## src/rtl/uart_pkg.sv

```systemverilog
// uart_pkg: shared definitions for the UART transmit arbiter.
// Holds the arbiter state encoding, the default byte width, and a
// constant-function ceil(log2) used to size pointers and counters.
package uart_pkg;

    localparam int UART_DEFAULT_DATAWIDTH = 8;

    typedef enum logic {
        S_IDLE  = 1'b0,
        S_GRANT = 1'b1
    } arb_state_t;

    // Smallest number of bits able to index 'value' distinct items.
    function automatic int clog2(input int value);
        int result;
        result = 0;
        for (int i = 0; i < 31; i++) begin
            if ((1 << i) < value) begin
                result = i + 1;
            end
        end
        return result;
    endfunction

endpackage

```

## src/rtl/uart_tx_arbiter_if.sv

```systemverilog
// uart_tx_arbiter_if: requester-side and UART-side handshake bundle.
// The master modport is the arbiter's view; slave is the user/UART side.
interface uart_tx_arbiter_if
    import uart_pkg::*;
#(
    parameter int P_REQ_NUM        = 4,
    parameter int P_UART_DATAWIDTH = UART_DEFAULT_DATAWIDTH
);

    logic [P_REQ_NUM*P_UART_DATAWIDTH-1:0] i_req_data;
    logic [P_REQ_NUM-1:0]                  i_req_valid;
    logic [P_REQ_NUM-1:0]                  i_req_last;
    logic [P_REQ_NUM-1:0]                  o_req_ready;
    logic [P_UART_DATAWIDTH-1:0]           o_uart_tx_data;
    logic                                  o_uart_tx_valid;
    logic                                  i_uart_tx_ready;
    logic [P_REQ_NUM-1:0]                  o_grant;
    logic                                  o_busy;
    logic                                  o_timeout;

    modport master (
        input  i_req_data, i_req_valid, i_req_last, i_uart_tx_ready,
        output o_req_ready, o_uart_tx_data, o_uart_tx_valid,
               o_grant, o_busy, o_timeout
    );

    modport slave (
        output i_req_data, i_req_valid, i_req_last, i_uart_tx_ready,
        input  o_req_ready, o_uart_tx_data, o_uart_tx_valid,
               o_grant, o_busy, o_timeout
    );

endinterface

```

## src/rtl/uart_rr_pick.sv

```systemverilog
// uart_rr_pick: combinational round-robin picker.
// Searches the request vector upward from last_ptr+1 with wrap-around by
// scanning a doubled copy of the vector, so no explicit modulo on the search.
module uart_rr_pick #(
    parameter int P_REQ_NUM = 4,
    parameter int P_PTR_W   = 2
) (
    input  logic [P_REQ_NUM-1:0] req_vec,
    input  logic [P_PTR_W-1:0]   last_ptr,
    output logic [P_REQ_NUM-1:0] winner,
    output logic                 found
);

    logic [2*P_REQ_NUM-1:0] dbl_req;

    assign dbl_req = {req_vec, req_vec};

    // First set bit at or after last_ptr+1 in the doubled vector wins.
    always_comb begin
        winner = '0;
        found  = 1'b0;
        for (int i = 0; i < P_REQ_NUM; i++) begin
            if (!found && dbl_req[int'(last_ptr) + 1 + i]) begin
                found = 1'b1;
                winner[(int'(last_ptr) + 1 + i) % P_REQ_NUM] = 1'b1;
            end
        end
    end

endmodule

```

## src/rtl/uart_tx_arbiter.sv

```systemverilog
// uart_tx_arbiter: packet-granular round-robin sharing of one uart_tx.
// A granted requester owns the UART until its 'last' byte is accepted.
// Optional feature macro: UART_ARB_TIMEOUT_EN revokes a grant whose owner
// has stalled (valid low) for P_IDLE_TIMEOUT cycles.
module uart_tx_arbiter
    import uart_pkg::*;
#(
    parameter int P_REQ_NUM        = 4,
    parameter int P_UART_DATAWIDTH = UART_DEFAULT_DATAWIDTH,
    parameter int P_IDLE_TIMEOUT   = 1024
) (
    input  logic                  i_clk,
    input  logic                  i_rst,
    uart_tx_arbiter_if.master     bus
);

    localparam int PTR_W = clog2(P_REQ_NUM);

    arb_state_t                  state;
    logic [P_REQ_NUM-1:0]        grant_q;
    logic [PTR_W-1:0]            r_last;
    logic [P_REQ_NUM-1:0]        pick_grant;
    logic                        pick_found;
    logic [PTR_W-1:0]            owner_idx;
    logic [P_UART_DATAWIDTH-1:0] tx_data;
    logic                        tx_valid;
    logic                        owner_last;

    if (P_REQ_NUM < 2 || P_REQ_NUM > 16) begin : g_bad_req_num
        $error("uart_tx_arbiter: P_REQ_NUM must be in 2..16");
    end
    if (P_IDLE_TIMEOUT < 2) begin : g_bad_timeout
        $error("uart_tx_arbiter: P_IDLE_TIMEOUT must be >= 2");
    end

    uart_rr_pick #(
        .P_REQ_NUM (P_REQ_NUM),
        .P_PTR_W   (PTR_W)
    ) u_pick (
        .req_vec  (bus.i_req_valid),
        .last_ptr (r_last),
        .winner   (pick_grant),
        .found    (pick_found)
    );

    // Route the owner's byte stream straight through; zero when nobody owns.
    always_comb begin
        tx_data    = '0;
        tx_valid   = 1'b0;
        owner_last = 1'b0;
        owner_idx  = '0;
        for (int k = 0; k < P_REQ_NUM; k++) begin
            if (grant_q[k]) begin
                owner_idx  = PTR_W'(k);
                tx_data    = bus.i_req_data[k*P_UART_DATAWIDTH +: P_UART_DATAWIDTH];
                tx_valid   = bus.i_req_valid[k];
                owner_last = bus.i_req_last[k];
            end
        end
    end

    assign bus.o_uart_tx_data  = tx_data;
    assign bus.o_uart_tx_valid = tx_valid;
    assign bus.o_req_ready     = grant_q & {P_REQ_NUM{bus.i_uart_tx_ready}};
    assign bus.o_grant         = grant_q;
    assign bus.o_busy          = (state == S_GRANT);

`ifdef UART_ARB_TIMEOUT_EN
    localparam int CNT_W = clog2(P_IDLE_TIMEOUT);

    logic [CNT_W-1:0] idle_cnt;
    logic             timeout_q;

    assign bus.o_timeout = timeout_q;
`else
    assign bus.o_timeout = 1'b0;
`endif

    // Arbiter FSM: grab a winner in IDLE, release on the owner's last byte.
    always_ff @(posedge i_clk) begin
        if (i_rst) begin
            state   <= S_IDLE;
            grant_q <= '0;
            r_last  <= PTR_W'(P_REQ_NUM - 1);
`ifdef UART_ARB_TIMEOUT_EN
            idle_cnt  <= '0;
            timeout_q <= 1'b0;
`endif
        end else begin
`ifdef UART_ARB_TIMEOUT_EN
            timeout_q <= 1'b0;
`endif
            case (state)
                S_IDLE: begin
                    if (pick_found) begin
                        grant_q <= pick_grant;
                        state   <= S_GRANT;
`ifdef UART_ARB_TIMEOUT_EN
                        idle_cnt <= '0;
`endif
                    end
                end
                S_GRANT: begin
                    if (tx_valid && bus.i_uart_tx_ready && owner_last) begin
                        r_last  <= owner_idx;
                        grant_q <= '0;
                        state   <= S_IDLE;
                    end
`ifdef UART_ARB_TIMEOUT_EN
                    else if (tx_valid) begin
                        idle_cnt <= '0;
                    end else if (idle_cnt == CNT_W'(P_IDLE_TIMEOUT - 1)) begin
                        timeout_q <= 1'b1;
                        r_last    <= owner_idx;
                        grant_q   <= '0;
                        state     <= S_IDLE;
                    end else begin
                        idle_cnt <= idle_cnt + 1'b1;
                    end
`endif
                end
                default: begin
                    state   <= S_IDLE;
                    grant_q <= '0;
                end
            endcase
        end
    end

endmodule
```

## src/flat_wrapper.sv

```systemverilog
// flat-port wrapper written by rule: the top's interface ports become plain ports
module uart_tx_arbiter_flat import uart_pkg::*;
#(
    parameter int P_REQ_NUM        = 4,
    parameter int P_UART_DATAWIDTH = UART_DEFAULT_DATAWIDTH,
    parameter int P_IDLE_TIMEOUT   = 1024
)
  (i_clk, i_rst, bus_i_req_data, bus_i_req_valid, bus_i_req_last, bus_i_uart_tx_ready, bus_o_req_ready, bus_o_uart_tx_data, bus_o_uart_tx_valid, bus_o_grant, bus_o_busy, bus_o_timeout);
  uart_tx_arbiter_if #(.P_REQ_NUM(P_REQ_NUM), .P_UART_DATAWIDTH(P_UART_DATAWIDTH)) bus_i ();
  input  logic i_clk;
  input  logic i_rst;
  input wire logic [$bits(bus_i.i_req_data)-1:0] bus_i_req_data;
  input wire logic [$bits(bus_i.i_req_valid)-1:0] bus_i_req_valid;
  input wire logic [$bits(bus_i.i_req_last)-1:0] bus_i_req_last;
  input wire logic [$bits(bus_i.i_uart_tx_ready)-1:0] bus_i_uart_tx_ready;
  output wire logic [$bits(bus_i.o_req_ready)-1:0] bus_o_req_ready;
  output wire logic [$bits(bus_i.o_uart_tx_data)-1:0] bus_o_uart_tx_data;
  output wire logic [$bits(bus_i.o_uart_tx_valid)-1:0] bus_o_uart_tx_valid;
  output wire logic [$bits(bus_i.o_grant)-1:0] bus_o_grant;
  output wire logic [$bits(bus_i.o_busy)-1:0] bus_o_busy;
  output wire logic [$bits(bus_i.o_timeout)-1:0] bus_o_timeout;
  assign bus_i.i_req_data = bus_i_req_data;
  assign bus_i.i_req_valid = bus_i_req_valid;
  assign bus_i.i_req_last = bus_i_req_last;
  assign bus_i.i_uart_tx_ready = bus_i_uart_tx_ready;
  assign bus_o_req_ready = bus_i.o_req_ready;
  assign bus_o_uart_tx_data = bus_i.o_uart_tx_data;
  assign bus_o_uart_tx_valid = bus_i.o_uart_tx_valid;
  assign bus_o_grant = bus_i.o_grant;
  assign bus_o_busy = bus_i.o_busy;
  assign bus_o_timeout = bus_i.o_timeout;
  uart_tx_arbiter #(.P_REQ_NUM(P_REQ_NUM), .P_UART_DATAWIDTH(P_UART_DATAWIDTH), .P_IDLE_TIMEOUT(P_IDLE_TIMEOUT)) u_core (.i_clk(i_clk), .i_rst(i_rst), .bus(bus_i));
endmodule
```

## config.mk

```make
export PLATFORM = sky130hd
export DESIGN_NAME = uart_tx_arbiter_flat
export DESIGN_NICKNAME = d
export VERILOG_FILES = /design/src/rtl/uart_pkg.sv /design/src/rtl/uart_tx_arbiter_if.sv /design/src/rtl/uart_rr_pick.sv /design/src/rtl/uart_tx_arbiter.sv /design/src/flat_wrapper.sv
export SDC_FILE = /design/constraint.sdc
export NUM_CORES = 1
export LEC_CHECK = 0
export CORE_UTILIZATION = 37
export DETAILED_ROUTE_END_ITERATION = 12
export PLACE_DENSITY = 0.8
export SLEW_MARGIN = 20
export SYNTH_ARGS = -nofsm -noshare
export SYNTH_HDL_FRONTEND = slang
export SYNTH_SLANG_ARGS = --single-unit
```

## constraint.sdc

```tcl
create_clock -name i_clk -period 2.81 [get_ports i_clk]
set_input_delay 0.562 -clock i_clk [delete_from_list [all_inputs] [get_ports i_clk]]
set_output_delay 0.562 -clock i_clk [all_outputs]
set_load 0.02 [all_outputs]
```

==> flow_summary.json, run 1 <==
{
  "syn_area_per_cell_um2": 8.00,
  "ir_drop_mv": 0.279,
  "clk_latency_ns": 0.24,
  "fin_crit_ns": 2.66,
  "fin_skew_ns": 0.00174,
  "min_to": "u_core.bus.o_busy",
  "p_leak_nw": 0.645,
  "crit_top_cell": "clkdlybuf4s50_1",
  "path_max_fanout": 7,
  "fin_cells": 220,
  "synth_nets": 176,
  "antenna_found_initial": 0,
  "timing.rr.end": "u_core.bus.o_grant[2]",
  "synthCells": 126,
  "rsz0062_at_grt": "false",
  "ant_nets": 0,
  "hp-start": "u_core.bus.o_busy",
  "port_buffers": 60,
  "reg2reg_from": "u_core.r_last[1]",
  "rrSetupSlack_ns": 0.66,
  "drc": 0,
  "grt_pass1_vias": 1185,
  "cts.sinks": 7,
  "hold_viol": 0,
  "dp_hpwl_um": 2630,
  "period_share_pct": 94.6,
  "synth_cell_types": 43,
  "wire_per_inst_um": 14.7,
  "ios": 62,
  "fmax_mhz": 376,
  "gp_congestion": 0.983,
  "die-area_um2": 2940,
  "slew_violations": 0,
  "setup_viol": 0,
  "worstPathArrival_ns": 2.10,
  "overflow": 0,
  "hold_path_depth": 2,
  "startpoint_type": "input pin",
  "tritoncts": "yes",
  "clk_pin_slew_worst_paths_ns": 0.05,
  "cp-end-kind": "output pin",
  "diodes": 0,
  "synth-edff-count": 0,
  "max_stage_delay_ns": 0.61,
  "slowest_stage": "clkdlybuf4s50_1",
  "numCtsBuffers": 3,
  "syn_to_final_growth_pct": 67.6,
  "cp_cell_sequence": "clkdlybuf4s50_1 > o22ai_1 > a21oi_1 > clkdlybuf4s50_1",
  "worstSetupPathType": "in -> out",
  "yosys_warnings": 0,
  "grt_pass1_wl_um": 4930,
  "via_count": 1307,
  "ctsRootBufferMaster": "clkbuf_4",
  "via_per_inst": 5.94,
  "drive_gt1_share_pct": 9.47,
  "htreeDepth": 1,
  "synth-seq-cells": 7,
  "yosys_most_used_dff": "dfxtp_1",
  "synthArstFlopShare_pct": 0,
  "drt_iter0_markers": 13,
  "grt_max_degree": 23,
  "yosysTopAreaCellShare_pct": 13.9,
  "cts.path.max_buffers": 2,
  "finalSetupTns_ns": 0,
  "n_fill_cell": 221,
  "r2r_cells": 7,
  "dieHeight_um": 54.2,
  "hp-class": "reg -> reg",
  "synth_top_cell_by_area": "dfxtp_1",
  "wl_um": 3240,
  "status": "completed",
  "rows": 18,
  "coreArea_um2": 2520,
  "cp.required_ns": 2.25,
  "power.density_nw_per_um2": 283,
  "syn-cell-area_um2": 1010,
  "initial_core_util_pct": 40.0,
  "placed_cells": 216,
  "synth_area_leaders": "dfxtp_1 (14%), a22oi_1 (13%), ha_1 (8.7%), nor3_1 (3.5%), o21ai_1 (3.5%)",
  "ctsHoldBuffers": 0,
  "final_nets": 241,
  "seq_area_frac_synth_pct": 13.9,
  "maxCapViolCount": 0,
  "crit_start": "bus_i_req_valid[2]",
  "die_w_um": 54.2,
  "first_pass_iters": 4,
  "grt_usage_pct": 22.9
}
## synth_stat cells (all sizes together) (2+ instances only)
library cell / number
nand2: 6
clkbuf: 3
o2bb2ai: 4
ha: 7
a21oi: 7
nor3: 7
and3b: 2
mux2i: 3
o21ai: 9
and2: 4
o2111ai: 2
o22ai: 2
dfxtp: 7
a211oi: 2
mux2: 2
o211ai: 2
inv: 9
a22oi: 18
nor2: 4
buf: 3
a221oi: 3
nor2b: 2
o41ai: 2
nor3b: 3
o32ai: 2
## critical path: cells and delay by family
kind	cells	cell delay (ns)
compound gates	2	0.33
buf+inv	2	1.19
## worst max path at each step
| stage | endpoint | cells past startpoint |
|---|---|---|
| final | bus_o_uart_tx_valid | 4 |
| after global routing | bus_o_uart_tx_data[2] | 5 |
| after CTS | bus_o_uart_tx_data[2] | 5 |
| after detailed placement | bus_o_uart_tx_valid | 4 |
| after global placement | bus_o_uart_tx_valid | 4 |
| after floorplan | u_core.bus.o_grant[0] | 8 |
## layout by cell type (no fill, tap or decap), types with 3 or more instances in the layout
cell type,n
clkdlybuf4s50_1,60
a22oi_1,18
inv_1,9
o21ai_1,7
nor3_1,7
ha_1,7
dfxtp_1,7
a21oi_1,6
nand2_1,6
buf_4,6
and2_1,4
nor2_1,4
o2bb2ai_1,4
mux2i_1,3
a221oi_1,3
clkbuf_4,3
## sequential cells by signal, summed over array words and instances, names as in the netlist
register,count
u_core.bus.o_busy,1
u_core.bus.o_grant,4
u_core.r_last,2
## routing by layer
layer	wire [µm]	vias up	share of wire, %	GRT usage [%]
met4	58	0	1.8	6.84
met1	1360	603	42	25.8
li1	-	625	-	-
met3	300	4	9.3	5.08
met2	1520	75	47	41.9
met5	0	-	0	0
## metrics by stage
step	hold WS, ns	utilization, %	instance area [µm²]	setup slack (ns)	power, mW
5_1_grt	0.580	67.0	1690	0.0549	0.506
3_5_place_dp	0.529	65.7	1660	0.158	0.389
3_3_place_gp	0.516	65.7	1660	0.215	0.386
4_1_cts	0.536	66.8	1680	0.0562	0.477
2_1_floorplan	0.579	-	1010	0.658	0.251
6_report	0.543	67.0	1690	0.153	0.478
## cell families after synthesis
group	synth area share, %
compound gates	40.4
simple gates	22.1
buf+inv	6.70
fa+ha+maj	8.68
flops	13.9
mux	7.82
other cells	0.372
## final cells by class
| class | count | area, µm² | share of cell area [%] |
|---|---|---|---|
| clock buffers | 4 | 26.3 | 1.55 |
| flip-flops and latches | 7 | 140 | 8.29 |
| inverters | 9 | 33.8 | 2.00 |
| repair buffers | 66 | 646 | 38.2 |
| multi-input cells | 104 | 807 | 47.7 |
| well taps | 30 | 37.5 | 2.22 |
## what timing repair did
action	CTS	global route
endpoints found under the setup margin	0	8
setup buffers	0	0
resized for setup	0	1
## power breakdown
| part | total, mW | switching [mW] | internal (mW) | leakage [nW] |
|---|---|---|---|---|
| logic | 0.277 | 0.130 | 0.147 | 0.572 |
| registers | 0.113 | 0.00774 | 0.106 | 0.0573 |
| clock network | 0.0874 | 0.0334 | 0.0540 | 0.0150 |
| total | 0.478 | 0.171 | 0.307 | 0.645 |
Power figures use the tool's default switching activity.
==> inputs of run 2 (changes only) <==
--- a/config.mk
+++ b/config.mk
@@ -5,6 +5,7 @@
 export SDC_FILE = /design/constraint.sdc
 export NUM_CORES = 1
 export LEC_CHECK = 0
+export ABC_AREA = 0
 export CORE_UTILIZATION = 37
 export DETAILED_ROUTE_END_ITERATION = 12
 export PLACE_DENSITY = 0.8
==> results of run 2 <==
Final layout, timing and power as in run 1 (identical DEF).
